--- config.mk ---
export PLATFORM = sky130hd
export DESIGN_NAME = uart_axil_responder
export DESIGN_NICKNAME = d
export VERILOG_FILES = /design/src/rtl/uart_axil_pkg.sv /design/src/rtl/uart_axil_fifo.sv /design/src/rtl/uart_axil_responder.sv
export SDC_FILE = /design/constraint.sdc
export NUM_CORES = 1
export LEC_CHECK = 0
export ABC_AREA = 1
export BUFFER_PORTS_ARGS = -buffer_cell sky130_fd_sc_hd__buf_4
export CORE_ASPECT_RATIO = 0.9
export CORE_UTILIZATION = 50
export DETAILED_ROUTE_END_ITERATION = 8
export HOLD_SLACK_MARGIN = 0.05
export MAX_ROUTING_LAYER = met4
export PLACE_DENSITY = 0.71
export SYNTH_ARGS = -nofsm -noshare
export SYNTH_HDL_FRONTEND = slang
export SYNTH_HIERARCHICAL = 1
export SYNTH_SLANG_ARGS = --single-unit
--- constraint.sdc ---
create_clock -name chipset_clk -period 3.51 [get_ports chipset_clk]
set_input_delay 0.5265 -clock chipset_clk [delete_from_list [all_inputs] [get_ports chipset_clk]]
set_output_delay 0.5265 -clock chipset_clk [all_outputs]
set_load 0.05 [all_outputs]
--- src/rtl/uart_axil_pkg.sv ---
// ============================================================================
// uart_axil_pkg: register map, LSR/IIR encodings and AXI response codes.
// Revision: 1.0
// ============================================================================
`default_nettype none

package uart_axil_pkg;

  localparam logic [2:0] OFF_RBR_THR = 3'd0;
  localparam logic [2:0] OFF_IER     = 3'd1;
  localparam logic [2:0] OFF_IIR     = 3'd2;
  localparam logic [2:0] OFF_LSR     = 3'd5;
  localparam logic [2:0] OFF_SCR     = 3'd7;

  localparam int LSR_DR   = 0;
  localparam int LSR_OE   = 1;
  localparam int LSR_THRE = 5;
  localparam int LSR_TEMT = 6;

  localparam logic [7:0] IIR_RX_AVAIL = 8'hC4;
  localparam logic [7:0] IIR_THR_EMPTY = 8'hC2;
  localparam logic [7:0] IIR_NONE     = 8'hC1;

  localparam logic [1:0] RESP_OKAY   = 2'b00;
  localparam logic [1:0] RESP_SLVERR = 2'b10;

  // Receive-data interrupt outranks transmitter-empty.
  function automatic logic [7:0] iir_code(input logic [1:0] ier, input logic dr,
                                          input logic thre);
    if (ier[0] && dr)
      return IIR_RX_AVAIL;
    else if (ier[1] && thre)
      return IIR_THR_EMPTY;
    else
      return IIR_NONE;
  endfunction

endpackage

`default_nettype wire

--- src/rtl/uart_axil_fifo.sv ---
// ============================================================================
// uart_axil_fifo: synchronous FIFO, full/empty derived from a registered count.
// Revision: 1.0
// ============================================================================
`default_nettype none

module uart_axil_fifo #(
  parameter int WIDTH = 8,
  parameter int DEPTH = 16
) (
  input  logic                     clk,
  input  logic                     rst,
  input  logic                     push,
  input  logic                     pop,
  input  logic [WIDTH-1:0]         din,
  output logic [WIDTH-1:0]         dout,
  output logic                     full,
  output logic                     empty,
  output logic [$clog2(DEPTH):0]   count
);

  localparam int AW = $clog2(DEPTH);
  localparam int CW = AW + 1;

  logic [WIDTH-1:0] mem [DEPTH];
  logic [AW-1:0]    wr_ptr;
  logic [AW-1:0]    rd_ptr;
  logic [CW-1:0]    cnt;
  logic             do_push;
  logic             do_pop;

  assign full    = (cnt == CW'(DEPTH));
  assign empty   = (cnt == '0);
  assign count   = cnt;
  assign dout    = mem[rd_ptr];
  // A push into a full FIFO is dropped even if a pop frees a slot this cycle.
  assign do_push = push && !full;
  assign do_pop  = pop && !empty;

  always_ff @(posedge clk) begin
    if (rst) begin
      wr_ptr <= '0;
      rd_ptr <= '0;
      cnt    <= '0;
    end else begin
      if (do_push) wr_ptr <= wr_ptr + 1'b1;
      if (do_pop)  rd_ptr <= rd_ptr + 1'b1;
      case ({do_push, do_pop})
        2'b10:   cnt <= cnt + 1'b1;
        2'b01:   cnt <= cnt - 1'b1;
        default: cnt <= cnt;
      endcase
    end
  end

  always_ff @(posedge clk) begin
    if (do_push) mem[wr_ptr] <= din;
  end

endmodule

`default_nettype wire

--- src/rtl/uart_axil_responder.sv ---
// ============================================================================
// uart_axil_responder: AXI4-Lite 16550-subset UART register window with byte FIFOs.
// Revision: 1.0
// ============================================================================
`default_nettype none

module uart_axil_responder
  import uart_axil_pkg::*;
#(
  parameter int FIFO_DEPTH = 16,
  parameter int ADDR_W     = 13,
  parameter int DATA_W     = 32
) (
  input  logic                  chipset_clk,
  input  logic                  chipset_rst,
  input  logic [ADDR_W-1:0]     uart_axi_awaddr,
  input  logic                  uart_axi_awvalid,
  output logic                  uart_axi_awready,
  input  logic [DATA_W-1:0]     uart_axi_wdata,
  input  logic [DATA_W/8-1:0]   uart_axi_wstrb,
  input  logic                  uart_axi_wvalid,
  output logic                  uart_axi_wready,
  output logic [1:0]            uart_axi_bresp,
  output logic                  uart_axi_bvalid,
  input  logic                  uart_axi_bready,
  input  logic [ADDR_W-1:0]     uart_axi_araddr,
  input  logic                  uart_axi_arvalid,
  output logic                  uart_axi_arready,
  output logic [DATA_W-1:0]     uart_axi_rdata,
  output logic [1:0]            uart_axi_rresp,
  output logic                  uart_axi_rvalid,
  input  logic                  uart_axi_rready,
  output logic [7:0]            tx_data,
  output logic                  tx_valid,
  input  logic                  tx_ready,
  input  logic [7:0]            rx_data,
  input  logic                  rx_valid,
  output logic                  rx_ready,
  output logic                  uart_irq
);

  localparam int CNT_W = $clog2(FIFO_DEPTH) + 1;

  logic              clk;
  logic              rst;
  assign clk = chipset_clk;
  assign rst = chipset_rst;

  logic              aw_held, w_held, bvalid_q;
  logic [ADDR_W-1:0] aw_addr;
  logic [7:0]        w_byte;
  logic              w_strb0;
  logic [1:0]        bresp_q;
  logic              rvalid_q;
  logic [DATA_W-1:0] rdata_q;
  logic [1:0]        rresp_q;
  logic [1:0]        ier;
  logic [7:0]        scr;
  logic              oe;
  logic              irq_q;

  logic              tx_full, tx_empty, rx_full, rx_empty;
  logic [7:0]        rx_dout;
  logic [CNT_W-1:0]  tx_count, rx_count;

  logic aw_hs, w_hs, b_hs, commit, wr_err, wr_en, thr_write, oe_set;
  logic ar_hs, rd_err, rbr_pop, lsr_read, rx_push, dr, thre;
  logic [2:0] wr_off, rd_off;
  logic [7:0] lsr, rd_byte;

  assign aw_hs     = uart_axi_awvalid && !aw_held;
  assign w_hs      = uart_axi_wvalid && !w_held;
  assign b_hs      = bvalid_q && uart_axi_bready;
  assign commit    = aw_held && w_held && !bvalid_q;
  assign wr_err    = |aw_addr[ADDR_W-1:5];
  assign wr_off    = aw_addr[4:2];
  assign wr_en     = commit && !wr_err && w_strb0;
  assign thr_write = wr_en && (wr_off == OFF_RBR_THR);
  assign oe_set    = thr_write && tx_full;

  assign ar_hs     = uart_axi_arvalid && !rvalid_q;
  assign rd_err    = |uart_axi_araddr[ADDR_W-1:5];
  assign rd_off    = uart_axi_araddr[4:2];
  assign rbr_pop   = ar_hs && !rd_err && (rd_off == OFF_RBR_THR) && !rx_empty;
  assign lsr_read  = ar_hs && !rd_err && (rd_off == OFF_LSR);
  assign rx_push   = rx_valid && !rx_full;
  assign dr        = !rx_empty;
  assign thre      = tx_empty;

  assign uart_axi_awready = !aw_held;
  assign uart_axi_wready  = !w_held;
  assign uart_axi_bvalid  = bvalid_q;
  assign uart_axi_bresp   = bresp_q;
  assign uart_axi_arready = !rvalid_q;
  assign uart_axi_rvalid  = rvalid_q;
  assign uart_axi_rdata   = rdata_q;
  assign uart_axi_rresp   = rresp_q;
  assign tx_valid         = !tx_empty;
  assign rx_ready         = !rx_full;
  assign uart_irq         = irq_q;

  always_comb begin
    lsr           = 8'h00;
    lsr[LSR_DR]   = dr;
    lsr[LSR_OE]   = oe;
    lsr[LSR_THRE] = thre;
    lsr[LSR_TEMT] = tx_empty;
  end

  always_comb begin
    rd_byte = 8'h00;
    if (!rd_err) begin
      case (rd_off)
        OFF_RBR_THR: rd_byte = rx_empty ? 8'h00 : rx_dout;
        OFF_IER:     rd_byte = {6'b0, ier};
        OFF_IIR:     rd_byte = iir_code(ier, dr, thre);
        OFF_LSR:     rd_byte = lsr;
        OFF_SCR:     rd_byte = scr;
        default:     rd_byte = 8'h00;
      endcase
    end
  end

  // Write channel: AW and W latch independently and stay blocked until B completes.
  always_ff @(posedge clk) begin
    if (rst) begin
      aw_held  <= 1'b0;
      w_held   <= 1'b0;
      bvalid_q <= 1'b0;
      bresp_q  <= RESP_OKAY;
      aw_addr  <= '0;
      w_byte   <= 8'h00;
      w_strb0  <= 1'b0;
    end else begin
      if (aw_hs) begin
        aw_held <= 1'b1;
        aw_addr <= uart_axi_awaddr;
      end
      if (w_hs) begin
        w_held  <= 1'b1;
        w_byte  <= uart_axi_wdata[7:0];
        w_strb0 <= uart_axi_wstrb[0];
      end
      if (commit) begin
        bvalid_q <= 1'b1;
        bresp_q  <= wr_err ? RESP_SLVERR : RESP_OKAY;
      end
      if (b_hs) begin
        bvalid_q <= 1'b0;
        aw_held  <= 1'b0;
        w_held   <= 1'b0;
      end
    end
  end

  always_ff @(posedge clk) begin
    if (rst) begin
      rvalid_q <= 1'b0;
      rdata_q  <= '0;
      rresp_q  <= RESP_OKAY;
    end else if (ar_hs) begin
      rvalid_q <= 1'b1;
      rdata_q  <= {{(DATA_W-8){1'b0}}, rd_byte};
      rresp_q  <= rd_err ? RESP_SLVERR : RESP_OKAY;
    end else if (rvalid_q && uart_axi_rready) begin
      rvalid_q <= 1'b0;
    end
  end

  always_ff @(posedge clk) begin
    if (rst) begin
      ier   <= 2'b00;
      scr   <= 8'h00;
      oe    <= 1'b0;
      irq_q <= 1'b0;
    end else begin
      if (wr_en && (wr_off == OFF_IER)) ier <= w_byte[1:0];
      if (wr_en && (wr_off == OFF_SCR)) scr <= w_byte;
      // An overrun arriving in the same cycle as the LSR read must not be lost.
      if (oe_set)        oe <= 1'b1;
      else if (lsr_read) oe <= 1'b0;
      irq_q <= (ier[0] && dr) || (ier[1] && thre);
    end
  end

  uart_axil_fifo #(.WIDTH(8), .DEPTH(FIFO_DEPTH)) u_tx_fifo (
    .clk   (clk),
    .rst   (rst),
    .push  (thr_write),
    .pop   (tx_ready),
    .din   (w_byte),
    .dout  (tx_data),
    .full  (tx_full),
    .empty (tx_empty),
    .count (tx_count)
  );

  uart_axil_fifo #(.WIDTH(8), .DEPTH(FIFO_DEPTH)) u_rx_fifo (
    .clk   (clk),
    .rst   (rst),
    .push  (rx_push),
    .pop   (rbr_pop),
    .din   (rx_data),
    .dout  (rx_dout),
    .full  (rx_full),
    .empty (rx_empty),
    .count (rx_count)
  );

  logic unused_bits;
  assign unused_bits = ^{uart_axi_wdata[DATA_W-1:8], uart_axi_wstrb[DATA_W/8-1:1],
                         aw_addr[1:0], uart_axi_araddr[1:0], tx_count, rx_count};

endmodule

`default_nettype wire

# Word level (Yosys, flattened, before mapping)
# Memories as Yosys holds them, arrays and structs flattened. A register that Yosys moved wholly into a read port is not among the register bits.
# Index checks and enable logic that the tools add are counted.
[word_totals]
ramBits = 256
word_cells = 109
regBits = 76
romBits = 0
in_bits = 79
latch_bits = 0
mem_count = 2
out_inout_bits = 52
[classes]
add_sub_neg = 8
shift = 0
mul = 0
reduce_logical = 46
div_mod_pow = 0
mux = 21
eq_ne = 12
bitwise = 0
magnitude_cmp = 0
[mem_list]
columns = ["memory", "depth", "word_bits", "rd", "rd_ports_with_merged_regs", "wr", "line", "source"]
rows = [
  ["u_rx_fifo.mem", 16, 8, 1, 1, 1, "uart_axil_fifo.sv:25", "logic [WIDTH-1:0] mem [DEPTH];"],
  ["u_tx_fifo.mem", 16, 8, 1, 1, 1, "uart_axil_fifo.sv:25", ""],
]
[op_table]
columns = ["cell", "count"]
rows = [
  ["case mux 8 bit (5 select lines)", 1],
  ["logical AND 1 bit", 24],
  ["case mux 5 bit (2 select lines)", 2],
  ["adder 4 x 1 -> 4 bit (second input constant)", 4],
  ["two-way mux 4 bit", 4],
  ["two-way mux 8 bit", 2],
  ["OR reduction 8 bit", 2],
  ["adder 5 x 1 -> 5 bit (second input constant)", 2],
  ["== test 5 bit (second input constant)", 2],
  ["logical NOT 1 bit", 10],
  ["logical NOT 5 bit", 2],
  ["subtractor 5 x 1 -> 5 bit (second input constant)", 2],
  ["== test 3 bit (second input constant)", 3],
  ["two-way mux 1 bit", 8],
  ["nonzero test 2 bit", 4],
  ["== test 3 x 1 -> 1 bit (second input constant)", 2],
  ["logical NOT 3 bit", 2],
  ["two-way mux 2 bit", 3],
  ["== test 2 x 1 -> 1 bit (second input constant)", 2],
  ["== test 2 bit (second input constant)", 2],
  ["== test 3 x 2 -> 1 bit (second input constant)", 1],
  ["two-way mux 3 bit", 1],
  ["OR reduction 2 bit", 1],
  ["logical OR 1 bit", 1],
]

# Logic depth before layout (Yosys ltp)
[depth]
ltp_word = 8
ltp_mapped = 18
mapped_depth_nobuf = 18

# Modules after synthesis
# Netlist, hierarchy kept.
[by_module_without_submodules]
columns = ["module", "area_each_um2", "cells_each", "seq_area_each_um2", "n_inst"]
rows = [
  ["uart_axil_fifo at u_rx_fifo", 6147.1, 478, 4184.0, 1],
  ["uart_axil_fifo at u_tx_fifo", 6134.6, 480, 4184.0, 1],
  ["uart_axil_responder", 2244.7, 332, 920.9, 1],
]

# Worst setup path before layout
# OpenSTA, ideal clock, no wires.
[synth_path]
path_type = "register to register"
start = "register rvalid_q (netlist: uart_axi_rvalid)"
end = "register u_rx_fifo.cnt[4] (netlist: u_rx_fifo/count[4])"
arrival_ps = 2799
synth_period_minus_slack_ps = 2908
required_time_ps = 3401
path_slack_ps = 602
setup_ps = 109
stages_incl_launch_ff = 18
n_path_buf = 0
cell_sequence = "dfxtp_1 -> inv_1 -> nand2_4 -> nor2_1 -> nand2_1 -> nor3_1 -> nand2_4 -> inv_6 -> ha_1 -> xor2_1 -> ha_1 -> inv_1 -> nand2_2 -> nand2_2 -> nand3_1 -> nand3_1 -> nand2_1 -> inv_1"
[synth_between]
elab_chain_cells = 8
elab_cells_between_ends = 10
cone_classes = "eq/ne (2); mux (1); reduce/logical (7)"
[synth_rtl]
columns = ["element", "line", "source"]
rows = [
  ["start: declaration", "uart_axil_responder.sv:54", "logic rvalid_q;"],
  ["start signal: assignment", "uart_axil_responder.sv:158", "rvalid_q <= 1'b0;"],
  ["start signal: assignment", "uart_axil_responder.sv:162", "rvalid_q <= 1'b1;"],
  ["start signal: assignment", "uart_axil_responder.sv:166", "rvalid_q <= 1'b0;"],
  ["logical NOT 1 bit *", "-", ""],
  ["named net uart_axi_arready", "uart_axil_responder.sv:28", "output logic uart_axi_arready,"],
  ["logical AND 1 bit *", "uart_axil_responder.sv:81", "assign ar_hs = uart_axi_arvalid && !rvalid_q;"],
  ["logical AND 1 bit * (3 in a row)", "uart_axil_responder.sv:84", "assign rbr_pop = ar_hs && !rd_err && (rd_off == OFF_RBR_THR) && !rx_empty;"],
  ["named net rbr_pop", "uart_axil_responder.sv:67", "logic ar_hs, rd_err, rbr_pop, lsr_read, rx_push, dr, thre;"],
  ["logical AND 1 bit *", "uart_axil_fifo.sv:38", "assign do_pop = pop && !empty;"],
  ["named net u_rx_fifo.do_pop", "uart_axil_fifo.sv:30", "logic do_pop;"],
  ["== test 2 x 1 -> 1 bit or == test 2 bit (tied branches)", "uart_axil_fifo.sv:48", "case ({do_push, do_pop})"],
  ["case mux 5 bit (2 select lines) or nonzero test 2 bit (tied branches)", "-", ""],
  ["end signal: assignment", "uart_axil_fifo.sv:49", "2'b10: cnt <= cnt + 1'b1;"],
  ["end signal: assignment", "uart_axil_fifo.sv:50", "2'b01: cnt <= cnt - 1'b1;"],
  ["end signal: assignment", "uart_axil_fifo.sv:51", "default: cnt <= cnt;"],
  ["end: declaration", "uart_axil_fifo.sv:28", "logic [CW-1:0] cnt;"],
]
# The timed path passes the listed nets; every way through them passes the cells marked *.
# A chain may end at the register's enable or synchronous reset.

==> results.md <==
- Run status: completed
- Final WL: 29.9 mm
- Hold crit path type: in2reg
- Leak Pwr: a little over 6 nW
- Critical path buffers and inverters: 2
- Peak VDD IR: 0.412 mV
- Die area: 29,700 um^2
- Antenna-violating nets left: 0
- Cts bufs inserted: 36
- CTS Hold Bufs: 0
- F_max: 0.339 GHz
- Worst path slowest cell: dfxtp_4
- Seq/Total Area, Yosys: 63.9%
- Slew headroom: 26.7%
- Maxcap violations: 0
- Core Area: 28,200 um^2
- Worst skew pair latency: around 0.52 ns
- Vias in the first global route: about 8,900
- Setup TNS: 0 ns
- Cts repair resizes: 0
- Final Core Density: ~58%
- Min-delay src: uart_axi_wdata[5]
- Placed inst area: 15,200 um^2
- Final period utilization: 84.0%
- DR DRC count: 0
- HPWL reported at the end of detailed placement: 19.1 mm
- N_diodes: 0
- GPL Wtd Cong: 0.865
- FF-to-FF End: u_rx_fifo/count[4]
- Kind of critical path: reg2out
- Syn avg cell area: between 10 and 15 um^2
- Final-report setup violation count: 0
- IO Pins: 131
- Crit end category: output pin
- Critical Path RT: 2.98 ns
- Power Density: 616 nW/um^2
- Vias: 9,339
- CP Cell Sequence: buf_12 -> a21oi_1 -> o21ai_0 -> o21ai_0 -> o211ai_1 -> nand2_1 -> buf_4
- NumNets Final: approximately 1,400
- Setup slack at placement: about 0.67 ns
- Depth of the most critical reg-to-reg path: 17
- Asr flop ratio synth: 0%
- R2r setup slk: 0.88 ns
- Post-CTS setup buffer count: 0
- Clock Tree Buf Depth: 3
- Startpoint Class: flop
- First-pass GRT wire length: 47.1 mm
- Minimum clock period: approximately 2.9 ns
- Delay-heaviest family, CP: compound AO/OA/AOI/OAI gates
- Worst Skew: about 0.022 ns
- GRT busiest layer: met2
- Arr. time, crit path: between 2 and 2.5 ns
- Hold Path Depth: 3
- Crit path top cell by count: o21ai_0
- Synthesis warning total: 6
- Hold Violations, Final: 0
- Starting Density: 51.5%
- Layout cells sized above 1: about 13%
- Final hold slack: 0.224 ns
- Routed len/inst: 17.2 um
- Initial antenna violation count: 0
- GRT Util Overall: roughly a fifth
- Die height: 164 um
- Synthesized area: 14,500 um^2
- Most frequent cells in the layout: 256 x edfxtp_1, 148 x inv_1, 138 x nor2_1
- Yosys reg bits: 336
- CTS root buf: clkbuf_16
- Worst r2r src: uart_axi_rvalid
- CP peak stage delay: around 0.57 ns
- Yosys cell types: 40
- PortBufs: 73
- Routed vias/inst: around 5.4
- Core Rows: 58
- Die Width: around 180 um
- RSZ-0062 raised after global routing: no
- Worst Max-Slew Pin Slew: 1.10 ns
- Largest net degree at the start of global routing: 67
- Max Slew Vio Count: 0
- Clock sink count: ~340
- Final worst-path setup slack: 0.561 ns
- Initial DRC count: 755
- Commonest non-fill, non-tap cell in the layout: edfxtp_1
- Most used DFF post-synth: edfxtp_1
- Worst-path maximum fanout: 66
- Met3 Use GR: 2.79%
- Post-Syn Instances: between 1,000 and 1,500
- Final instance area: 16,300 um^2
- GR Layer Usage met2: 32.2%
- Reg clk slew, reported paths: 0.06 ns
- Synth-to-layout area growth: 12.5%
- Number of synthesized flops with an enable pin: 256
- # H-tree levels: 2
- Hold Crit Endpoint: w_byte[5]
- TritonCTS clock tree: yes
- Grt ovf: 0
- M1 GR Usage: between 20% and 30%
- DR pass1 iterations: 5
worst register-to-register path, cell delays in order, from the launching register on:
cell	delay (ns)
dfxtp_1	0.31
inv_1	0.13
nand2_4	0.11
nor2_1	0.16
nand2_1	0.16
nor3_1	0.30
nand2_4	0.13
inv_6	0.11
ha_1	0.29
xor2_1	0.23
ha_1	0.18
inv_1	0.04
nand2_2	0.07
nand2_2	0.06
nand3_1	0.08
nand3_1	0.08
nand2_1	0.07
inv_1	0.03
where the power goes:
group	internal [W]	leakage (nW)	switching (W)
Combinational	0.000644	2.56	0.00133
Sequential	0.00441	2.98	0.000179
Clock	0.00201	0.532	0.00150
Total	0.00706	6.07	0.00301
through the flow:
step | cells | total power [W]
after global placement | 1676 | 0.00659
after detailed placement | 1676 | 0.00663
after CTS | 1739 | 0.0101
final | 1739 | 0.0101
after global routing | 1739 | 0.0105
after floorplan | 1315 | 0.00612
metal layers:
| layer | vias up | wire length, um |
|---|---|---|
| met5 | - | 0 |
| li1 | 4571 | - |
| met2 | 303 | 13500 |
| met4 | 0 | 770 |
| met1 | 4407 | 13900 |
| met3 | 58 | 1730 |
sequential cells by signal, summed over array words and instances, names as in the netlist, 2 cells and up, named ones only:
| register | flops |
|---|---|
| u_tx_fifo/count | 5 |
| u_tx_fifo/rd_ptr | 4 |
| scr | 8 |
| u_rx_fifo/count | 5 |
| u_rx_fifo/mem | 128 |
| u_rx_fifo/wr_ptr | 4 |
| aw_addr | 11 |
| u_tx_fifo/wr_ptr | 4 |
| uart_axi_rdata | 8 |
| u_rx_fifo/rd_ptr | 4 |
| u_tx_fifo/mem | 128 |
| w_byte | 8 |
| ier | 2 |
Yosys cell counts, types with 12 or more instances:
cell type	n	share of area (%)
inv_1	148	3.8
dfxtp_1	80	11
nor2_1	138	3.6
a21oi_1	89	3.1
clkbuf_1	30	0.78
edfxtp_1	256	53
o211ai_1	64	3.3
o21ai_0	106	3.7
nand2_1	110	2.8
nand3_1	40	1.4
ha_1	16	1.4
nor3b_1	16	0.83
buf_2	12	0.41
buf_4	29	1.5
mux2i_1	64	4.4
worst max-delay path by stage:
stage | cells past startpoint | start | endpoint
final | 7 | flop | tx_data[4]
after global routing | 7 | flop | tx_data[4]
after CTS | 7 | flop | tx_data[4]
after detailed placement | 18 | uart_axi_araddr[10] | u_rx_fifo/count[4]
after global placement | 18 | uart_axi_araddr[10] | u_rx_fifo/count[4]
after floorplan | 17 | uart_axi_rvalid | u_rx_fifo/count[4]
area by class of cell:
| cell class | instances | area (um^2) |
|---|---|---|
| Tap cell | 360 | 450 |
| Clock buffer | 45 | 987 |
| Sequential cell | 336 | 9300 |
| Fill cell | 2282 | 11900 |
| Inverter | 155 | 589 |
| Multi-Input combinational cell | 743 | 4280 |
| Timing Repair Buffer | 82 | 628 |
| Clock inverter | 18 | 108 |
logic make-up (layout without fill, tap and decap cells):
kind of cell / after synthesis / in the layout / share of synthesized area [%]
AOI/OAI and AO/OA: 274 / 274 / 11.0
and+or+nand+nor: 353 / 353 / 11.3
buffers and inverters: 236 / 300 / 7.26
muxes: 64 / 64 / 4.41
DFF: 336 / 336 / 63.9
xor gates and xnor gates: 10 / 10 / 0.655
adders and majority gates: 16 / 16 / 1.38
other: 1 / 26 / 0.0258
Power figures use the tool's default switching activity.
